File: config.mk
export PLATFORM = sky130hd
export DESIGN_NAME = sr32_load_ctrl_flat
export DESIGN_NICKNAME = d
export VERILOG_FILES = /design/src/rtl/sr32_load_ctrl_pkg.sv /design/src/rtl/sr32_load_ctrl_if.sv /design/src/rtl/sr32_load_ctrl_piso.sv /design/src/rtl/sr32_load_ctrl.sv /design/src/flat_wrapper.sv
export SDC_FILE = /design/constraint.sdc
export NUM_CORES = 1
export LEC_CHECK = 0
export BUFFER_PORTS_ARGS = -buffer_cell sky130_fd_sc_hd__buf_2
export CAP_MARGIN = 20
export CORE_ASPECT_RATIO = 1.2
export CORE_MARGIN = 3
export CORE_UTILIZATION = 35
export DETAILED_ROUTE_END_ITERATION = 10
export PLACE_DENSITY = 0.62
export SKIP_LAST_GASP = 1
export SYNTH_ARGS = -nofsm -noshare
export SYNTH_HDL_FRONTEND = slang
export SYNTH_HIERARCHICAL = 1
export SYNTH_SLANG_ARGS = --single-unit
File: constraint.sdc
create_clock -name clk -period 2.5 [get_ports clk]
set_input_delay 0.25 -clock clk [delete_from_list [all_inputs] [get_ports clk]]
set_output_delay 0.25 -clock clk [all_outputs]
set_load 0.02 [all_outputs]
File: src/rtl/sr32_load_ctrl_pkg.sv
// Shared types and constants for the 32-bit shift-register load controller.
package sr32_ctrl_pkg;

  // Default chain length in bits.
  localparam int SR_WIDTH = 32;

  // Bit-count register width: must hold the value SR_WIDTH itself.
  localparam int CNT_W = $clog2(SR_WIDTH + 1);

  // Latch-hold counter width (LATCH_CYCLES is 1..15).
  localparam int LCNT_W = 4;

  typedef enum logic [1:0] {
    IDLE  = 2'd0,
    SHIFT = 2'd1,
    LATCH = 2'd2,
    DONE  = 2'd3
  } state_t;

endpackage

File: src/rtl/sr32_load_ctrl_if.sv
// Host-side word handshake plus the serial chain control lines.
//
// Handshake: a word transfers on a rising clk edge when valid=1, ready=1
// and clear=0. ready is a pure state decode, so it never depends on valid
// in the same cycle. valid may rise or fall at any time, and data is
// sampled only on the transfer edge.
interface sr32_load_ctrl_if
  import sr32_ctrl_pkg::*;
#(
  parameter int WIDTH = SR_WIDTH
);
  logic [WIDTH-1:0] data;
  logic             valid;
  logic             ready;
  logic             clear;
  logic             sr_d;
  logic             sr_shift;
  logic             sr_clr;
  logic             latch;
  logic             done;
  logic             busy;

  // Host / register-interface side.
  modport master (
    output data, valid, clear,
    input  ready, sr_d, sr_shift, sr_clr, latch, done, busy
  );

  // Controller side.
  modport slave (
    input  data, valid, clear,
    output ready, sr_d, sr_shift, sr_clr, latch, done, busy
  );
endinterface

File: src/rtl/sr32_load_ctrl_piso.sv
// Parallel-in serial-out holding register. It loads a word, shifts it toward
// the emitted end one bit per shift and fills the vacated end with zeros, so
// the serial output is 0 once a word has been fully emitted.
module sr32_piso
  import sr32_ctrl_pkg::*;
#(
  parameter int WIDTH     = SR_WIDTH,
  parameter int MSB_FIRST = 1
) (
  input  logic             clk,
  input  logic             reset,
  input  logic             load,
  input  logic             shift,
  input  logic             clr,
  input  logic [WIDTH-1:0] din,
  output logic             sout
);

  logic [WIDTH-1:0] hold;

  // Holding register: clear beats load, and load beats shift.
  always_ff @(posedge clk or negedge reset) begin
    if (!reset) begin
      hold <= '0;
    end else if (clr) begin
      hold <= '0;
    end else if (load) begin
      hold <= din;
    end else if (shift) begin
      if (MSB_FIRST != 0) hold <= {hold[WIDTH-2:0], 1'b0};
      else                hold <= {1'b0, hold[WIDTH-1:1]};
    end
  end

  assign sout = (MSB_FIRST != 0) ? hold[WIDTH-1] : hold[0];

endmodule

File: src/rtl/sr32_load_ctrl.sv
// Loads one parallel word into the serial chain, one bit per cycle, then
// holds the latch strobe and reports completion with a one-cycle done pulse.
// All chain and status outputs come straight from flops.
module sr32_load_ctrl
  import sr32_ctrl_pkg::*;
#(
  parameter int WIDTH        = SR_WIDTH,
  parameter int MSB_FIRST    = 1,
  parameter int LATCH_CYCLES = 1
) (
  input  logic            clk,
  input  logic            reset,
  sr32_load_ctrl_if.slave bus,
  output state_t          state_dbg
);

  localparam int CW = $clog2(WIDTH + 1);

  state_t            state, state_n;
  logic [CW-1:0]     count, count_n;
  logic [LCNT_W-1:0] lcnt, lcnt_n;
  logic              hold_load, hold_shift, hold_clr;
  logic              clear_d;
  logic              ready_q, busy_q, shift_q, clr_q, latch_q, done_q;

  // State and counter registers.
  always_ff @(posedge clk or negedge reset) begin
    if (!reset) begin
      state <= IDLE;
      count <= '0;
      lcnt  <= '0;
    end else begin
      state <= state_n;
      count <= count_n;
      lcnt  <= lcnt_n;
    end
  end

  // Next state, counters and holding-register controls. Clear overrides
  // everything, including an accept in IDLE.
  always_comb begin
    state_n    = state;
    count_n    = count;
    lcnt_n     = lcnt;
    hold_load  = 1'b0;
    hold_shift = 1'b0;
    hold_clr   = 1'b0;
    if (bus.clear) begin
      state_n  = IDLE;
      count_n  = '0;
      lcnt_n   = '0;
      hold_clr = 1'b1;
    end else begin
      case (state)
        IDLE: begin
          if (bus.valid) begin
            hold_load = 1'b1;
            count_n   = CW'(WIDTH);
            state_n   = SHIFT;
          end
        end
        SHIFT: begin
          hold_shift = 1'b1;
          if (count == CW'(1)) begin
            count_n = '0;
            lcnt_n  = LCNT_W'(LATCH_CYCLES);
            state_n = LATCH;
          end else begin
            count_n = count - CW'(1);
          end
        end
        LATCH: begin
          if (lcnt == LCNT_W'(1)) begin
            lcnt_n  = '0;
            state_n = DONE;
          end else begin
            lcnt_n = lcnt - LCNT_W'(1);
          end
        end
        DONE: begin
          state_n = IDLE;
        end
        default: begin
          state_n = IDLE;
        end
      endcase
    end
  end

  // Registered strobes. Each one is a decode of the state being entered, so
  // it lines up exactly with that state. The clear pulse fires only on the
  // rising edge of clear, so a held clear gives a single pulse.
  always_ff @(posedge clk or negedge reset) begin
    if (!reset) begin
      ready_q <= 1'b1;
      busy_q  <= 1'b0;
      shift_q <= 1'b0;
      clr_q   <= 1'b0;
      latch_q <= 1'b0;
      done_q  <= 1'b0;
      clear_d <= 1'b0;
    end else begin
      ready_q <= (state_n == IDLE);
      busy_q  <= (state_n != IDLE);
      shift_q <= (state_n == SHIFT);
      latch_q <= (state_n == LATCH);
      done_q  <= (state_n == DONE);
      clr_q   <= bus.clear & ~clear_d;
      clear_d <= bus.clear;
    end
  end

  sr32_piso #(
    .WIDTH     (WIDTH),
    .MSB_FIRST (MSB_FIRST)
  ) u_piso (
    .clk   (clk),
    .reset (reset),
    .load  (hold_load),
    .shift (hold_shift),
    .clr   (hold_clr),
    .din   (bus.data),
    .sout  (bus.sr_d)
  );

  assign bus.ready    = ready_q;
  assign bus.busy     = busy_q;
  assign bus.sr_shift = shift_q;
  assign bus.sr_clr   = clr_q;
  assign bus.latch    = latch_q;
  assign bus.done     = done_q;
  assign state_dbg    = state;

endmodule

File: src/flat_wrapper.sv
// flat-port wrapper written by rule: the top's interface ports become plain ports
module sr32_load_ctrl_flat import sr32_ctrl_pkg::*;
#(
  parameter int WIDTH        = SR_WIDTH,
  parameter int MSB_FIRST    = 1,
  parameter int LATCH_CYCLES = 1
)
  (clk, reset, state_dbg, bus_data, bus_valid, bus_clear, bus_ready, bus_sr_d, bus_sr_shift, bus_sr_clr, bus_latch, bus_done, bus_busy);
  sr32_load_ctrl_if #(.WIDTH(WIDTH)) bus_i ();
  input  logic clk;
  input  logic reset;
  output state_t state_dbg;
  input wire logic [$bits(bus_i.data)-1:0] bus_data;
  input wire logic [$bits(bus_i.valid)-1:0] bus_valid;
  input wire logic [$bits(bus_i.clear)-1:0] bus_clear;
  output wire logic [$bits(bus_i.ready)-1:0] bus_ready;
  output wire logic [$bits(bus_i.sr_d)-1:0] bus_sr_d;
  output wire logic [$bits(bus_i.sr_shift)-1:0] bus_sr_shift;
  output wire logic [$bits(bus_i.sr_clr)-1:0] bus_sr_clr;
  output wire logic [$bits(bus_i.latch)-1:0] bus_latch;
  output wire logic [$bits(bus_i.done)-1:0] bus_done;
  output wire logic [$bits(bus_i.busy)-1:0] bus_busy;
  assign bus_i.data = bus_data;
  assign bus_i.valid = bus_valid;
  assign bus_i.clear = bus_clear;
  assign bus_ready = bus_i.ready;
  assign bus_sr_d = bus_i.sr_d;
  assign bus_sr_shift = bus_i.sr_shift;
  assign bus_sr_clr = bus_i.sr_clr;
  assign bus_latch = bus_i.latch;
  assign bus_done = bus_i.done;
  assign bus_busy = bus_i.busy;
  sr32_load_ctrl #(.WIDTH(WIDTH), .MSB_FIRST(MSB_FIRST), .LATCH_CYCLES(LATCH_CYCLES)) u_core (.clk(clk), .reset(reset), .bus(bus_i), .state_dbg(state_dbg));
endmodule
Yosys cells after proc, flatten, opt, wreduce, memory -nomap -nowiden
Cells that the tools add are included.
{ "word_totals": {"register_bits": 51, "output_inout_bits": 9, "elab_cells": 55, "inputBits": 36} }
{ "classes": {"n_addsub": 2, "bitwise": 2, "n_reduce_logical": 8, "n_eq_ne": 10, "muxes": 22} }
{ "ops": {"columns": ["op", "n"], "rows": [
  ["$mux W32", 3],
  ["$mux W6", 3],
  ["$mux W4", 3],
  ["$pmux W6 S2", 1],
  ["$reduce_bool A3 Y1", 3],
  ["$eq A2 B2 Y1 const B", 4],
  ["$mux W2", 4],
  ["$pmux W2 S4", 1],
  ["$pmux W4 S2", 1],
  ["$eq A6 B1 Y1 const B", 1],
  ["$mux W1", 6],
  ["$sub A6 B1 Y6 const B", 1],
  ["$eq A2 B1 Y1 const B", 2],
  ["$eq A4 B1 Y1 const B", 1],
  ["$logic_not A2 Y1", 2],
  ["$reduce_and A2 Y1", 2],
  ["$sub A4 B1 Y4 const B", 1],
  ["$ne A3 B2 Y1 const B", 1],
  ["$ne A3 B3 Y1 const B", 1],
  ["$reduce_bool A2 Y1", 1],
  ["$and A1 B1 Y1", 1],
  ["$not A1 Y1", 1]
]} }

Logic depth before layout (Yosys ltp)
{ "logic_depth": {"depth_word": 6, "depth_mapped": 7} }

Hierarchy
Netlist, hierarchy kept.
{ "by_module_without_submodules": {"columns": ["mod", "area_per_inst_um2", "instances", "cells_per_inst"], "rows": [
  ["sr32_piso", 1821.7, 1, 142],
  ["sr32_load_ctrl", 1076.0, 1, 103]
]} }

Worst setup path after synthesis
OpenSTA, ideal clock, no wires.
{ "synth_path": {"kind": "flip-flop to flip-flop", "from": "register u_core.state[0], in the netlist u_core/state_dbg[0]", "to": "register u_core.u_piso.hold[10]", "path_stages_with_launch": 6, "n_path_buf": 2, "path_slack_ns": 0.526, "t_arrival_ns": 1.888, "setup_ns": 0.087, "path_cell_list": "dfrtp_1 > buf_6 > nor4b_1 > inv_1 > buf_2 > a211oi_2"} }
{ "synth_via": {"elab_chain_len": 5} }
{ "synth_rtl": {"columns": ["element", "line_no", "text"], "rows": [
  ["start: declaration", "sr32_load_ctrl.sv:19", "state_t state, state_n;"],
  ["start signal: assignment", "sr32_load_ctrl.sv:33", "state <= state_n;"],
  ["$logic_not A2 Y1 (*)", "sr32_load_ctrl.sv:54", "case (state)"],
  ["$mux W1 (*)", "sr32_load_ctrl.sv:54", null],
  ["$mux W1 (*)", "sr32_load_ctrl.sv:48", "if (bus.clear) begin"],
  ["via u_core.hold_load", "sr32_load_ctrl.sv:22", "logic hold_load, hold_shift, hold_clr;"],
  ["$mux W32", "sr32_load_ctrl_piso.sv:27", "end else if (load) begin"],
  ["$mux W32", "sr32_load_ctrl_piso.sv:25", "end else if (clr) begin"],
  ["end signal: assignment", "sr32_load_ctrl_piso.sv:28", "hold <= din;"],
  ["end signal: assignment", "sr32_load_ctrl_piso.sv:30", "if (MSB_FIRST != 0) hold <= {hold[WIDTH-2:0], 1'b0};"],
  ["end signal: assignment", "sr32_load_ctrl_piso.sv:31", "else hold <= {1'b0, hold[WIDTH-1:1]};"],
  ["end: declaration", "sr32_load_ctrl_piso.sv:19", "logic [WIDTH-1:0] hold;"]
]} }
Mark *: on every way through the listed nets, which the timed path passes. The rest lies on a longest branch.
A chain may end at the register's enable or synchronous reset.

Worst setup path in the final report
{ "layout_path": {"from": "register u_core.state[1], in the netlist u_core/state_dbg[1]", "to": "register u_core.u_piso.hold[5]"} }
{ "layout_rtl": {"columns": ["element", "line_no"], "rows": [
  ["$eq A2 B1 Y1", "sr32_load_ctrl.sv:54"],
  ["$mux W1", "sr32_load_ctrl.sv:54"],
  ["$mux W1", "sr32_load_ctrl.sv:48"],
  ["via u_core.hold_shift", "sr32_load_ctrl.sv:22"],
  ["$reduce_bool A3 Y1 (no source line)", null]
]} }
The timed path passes the listed nets, and every way through them passes these cells.

==> results.env <==
STATUS='finished, final reports clean'
ANT_NETS=0
WORST_PATH_DOMINANT_CELL_FAMILY='simple AND/OR/NAND/NOR gates'
RSZ_0062_RAISED_AFTER_GLOBAL_ROUTING='no'
FINCLKSKEW_NS=0.00578
GP_ROUTABILITY_CONGESTION=0.774
WIRE_LENGTH_OF_THE_FIRST_GLOBAL_ROUTING_PASS_MM=10.1
POST-SYNTH-TOP-COUNT-CELL='dfrtp_1'
GRT_PASS1_VIAS=2064
HTREEDEPTH=2
CP_MAX_FO=32
SYNTH-EDFF-COUNT=0
DRT_ITER0_MARKERS=154
AREA_OVERHEAD_VS_SYNTH_PCT=14.5
ROUTED-WL-MET3_MICRONS=224
DIE_AREA_SQ_MM=0.00941
WORST_SETUP_PATH_START_KIND='flip-flop'
ROUTED_VIA_DENSITY=5.22
YS_TYPES=49
CTS.CLK_SLEW.WORST_PATHS_NS=0.10
CRITPATHBUFINV=1
NUMBER_OF_WARNINGS_ISSUED_BY_YOSYS=6
NFILLCELLS=771
VDD_DROP_MAX_V=0.000290
POST_CTS.RESIZED_INSTANCES=0
NUMBER_OF_CLOCK_BUFFERS_INSERTED_BY_TRITONCTS=5
SYNTH-SEQ-CELLS=51
GLOBAL_ROUTE_USAGE_SUM_PCT=13.5
FLOORPLAN.ROWS=35
NETLIST.TOP_CELL.BY_AREA='dfrtp_1'
STATIC-LEAKAGE-POWER_nW=1.38
YS_DOMINANT_REG_CELL='dfrtp_1'
MAXIMUM_NUMBER_OF_PINS_ON_ONE_NET_BEFORE_GLOBAL_ROUTE_REPAIR=43
YOSYSSEQAREASHARE_PCT=44.1
CORE_REGION_AREA_SQ_MM=0.00788
BUFFER_PORTS.INSERTED=44
TOP_LAYER_USED='met4'
LAYOUT_WORST_PATH_CYCLE_SHARE_PCT=74.6
MAX_FREQ_MHz=536
PLACED_CELLS=370
TRITONCTS_NUM_SINKS=51
SYNTH_NETS=285
SHARE_OF_POST_ROUTE_CELLS_WITH_DRIVE_STRENGTH_ABOVE_1_PCT=36.6
SETUP-VIOLATIONS-FINAL=0
ROUTEDWLPERCELL_MICRONS=15.7
WORST_PATH_MAX_DELAY_CELL='dfrtp_1'
FINALMAXSLEWVIOLATIONS=0
TIMING_WORST_SETUP_PATH_TYPE='flip-flop to flip-flop'
FINAL.MIN_CLOCK_PERIOD_NS=1.87
MIN_PATH_TYPE='input port to flip-flop'
TIMING.CRITICAL_PATH.TO_TYPE='flip-flop'
MAX-CAP-VIOLATIONS=0
DETAILEDPLACEMENTHPWL_MM=4.15
CLK_TREE_ROOT_CELL='clkbuf_8'
WORST_PIN_SLEW_NS=0.683
RELSLEWSLACK_PCT=54.2
ROUTED-VIA-COUNT=1977
DETAIL_ROUTE.WIRELENGTH.MET1_MM=2.76
CLOCK_TREE.BUFFER_DEPTH=2
DIE_W_MICRONS=89.1
CRITICAL_PATH.CELL_CHAIN='nand2b_1 > nor2_4 > buf_12 > mux2i_1 > a211oi_2'
CP_DATA_REQUIRED_TIME_NS=2.67
YOSYSTOPAREACELLSHARE_PCT=43.2
DRT-PASS1-ITER-COUNT=4
MAX_STAGE_DELAY_NS=0.51
CLOCK_LATENCY_NS=0.31
CRITPATHARRIVALTIME_NS=2.03
CTS_TREE='done'
WL_MET2_MM=2.91
NETLIST_TOP_CELLS_AREA='dfrtp_1 (43%), a211oi_2 (13%), mux2i_1 (11%)'
PLACE_WS_NS=0.694
DETAIL_ROUTE.WIRELENGTH_MM=5.96
HOLD_VIOLATIONS=0
FINAL_CRITICAL_PATH_SETUP_SLACK_NS=0.634
POST_CTS_BUFFERS=0
LAYOUT.CELLS.NON_FILLER=379
POWERDENSITY_mW_PER_MM2=604
TOTALNEGATIVESETUPSLACK_NS=0
SYN-INSTANCE-COUNT=245
INSERTEDDIODECOUNT=0
POST_SYNTH_MOST_FREQUENT_CELLS='dfrtp_1 (50), mux2i_1 (32), nor2b_1 (32)'
GRT_OVERFLOW_TOTAL=0
IOPINCOUNT=45
SYNTHARSTFLOPSHARE_PCT=100
DIE_Y_MICRONS=106
ROUTE.DETAILED.DRC=0
ANTENNA_FOUND_INITIAL=0
INITIAL_CORE_UTIL_PCT=36.8
SYNTH_AREA_SQ_MM=0.00290
TOTAL_NUMBER_OF_NETS_IN_THE_FINAL_DESIGN=326
SYNTHESIS.AREA_PER_INSTANCE_SQ_UM=11.8
## cells in the final DEF (no fill, tap or decap), types with 2 or more instances in the layout
cell type / n
nor2_1: 3
nor3b_1: 2
a21oi_1: 6
nor3_1: 3
and3_1: 2
buf_2: 44
nand2b_1: 4
bufinv_16: 2
a32oi_1: 2
o31ai_1: 2
clkbuf_8: 5
o21ai_0: 2
nand3_1: 3
mux2i_1: 32
nor4b_2: 2
a31oi_1: 5
dfrtp_1: 50
a211o_1: 3
nor2b_1: 32
ha_1: 4
inv_1: 8
a21o_1: 2
a211oi_2: 31
nand2_1: 6
buf_4: 7
## per-stage QoR
stage          hold slack (ns)  power, mW  area, sq um  util, %
2_1_floorplan          -0.0456       1.24         2900        -
3_3_place_gp             0.158       1.33         3170     40.2
3_5_place_dp             0.166       1.34         3170     40.2
4_1_cts                  0.196       2.03         3320     42.1
5_1_grt                  0.206       2.11         3320     42.1
6_report                 0.198       2.00         3320     42.1
## cell type report
cell class	count	area [sq um]	area share [%]
timing repair buffer	53	303	9.13
sequential	51	1280	38.5
clock inverter	3	67.6	2.04
inverter	8	30.0	0.905
clock buffer	5	68.8	2.07
tap	92	115	3.47
multi-input combinational	167	1460	43.9
## metal layers
| layer | vias to the layer above | global-route usage, % |
|---|---|---|
| met3 | 6 | 2.27 |
| met2 | 48 | 21.8 |
| met5 | - | 0 |
| met1 | 943 | 18.7 |
| met4 | 0 | 3.51 |
| li1 | 980 | - |
## worst reg2reg max path: stages (launching register included)
cell and delay (ns):
dfrtp_1 0.51, nand2b_1 0.37, nor2_4 0.18, buf_12 0.24, mux2i_1 0.32, a211oi_2 0.11
## power by group
| part | total, mW | switching (mW) | leakage [nW] | internal (mW) |
|---|---|---|---|---|
| combinational | 0.387 | 0.217 | 0.640 | 0.170 |
| clock | 0.681 | 0.281 | 0.0644 | 0.399 |
| sequential | 0.935 | 0.0458 | 0.680 | 0.889 |
## kinds of logic after synthesis
family                   after synthesis  share of synthesized area [%]
AO/OA/AOI/OAI                         64                           22.1
flip-flops                            51                           44.1
XOR/XNOR                               1                          0.302
buffers and inverters                 27                           6.17
AND/OR/NAND/NOR                       66                           14.6
adder cells (fa/ha/maj)                4                           1.73
multiplexers                          32                           11.1
## sequential cells by signal, indices dropped and copies added (netlist names)
signal               count
u_core/bus.busy          1
u_core/bus.sr_clr        1
u_core/bus.latch         1
u_core/clear_d           1
u_core/bus.done          1
u_core/lcnt              4
u_core/state_dbg         2
u_core/u_piso/hold      32
u_core/bus.ready         1
u_core/count             6
u_core/bus.sr_shift      1
## what timing repair did
| item | CTS | global route |
|---|---|---|
| setup endpoints to repair | 0 | 0 |
| endpoints found under the hold margin | 12 | 0 |
| hold buffers | 1 | 0 |
## worst paths after layout
path                                     start                endpoint  slack [ns]  cells after the start
setup / recovery           u_core/state_dbg[1]   u_core/u_piso/hold[5]        0.63                      5
hold / removal                     bus_data[0]   u_core/u_piso/hold[0]        0.20                      3
hold reg to reg                 u_core/clear_d       u_core/bus.sr_clr        0.40                      1
max in group asynchronous                reset        u_core/bus.ready        1.51                      3
min in group asynchronous                reset  u_core/u_piso/hold[21]        0.36                      2
setup reg to reg           u_core/state_dbg[1]   u_core/u_piso/hold[5]        0.63                      5
Note: power is estimated with default switching activity, not from simulation.
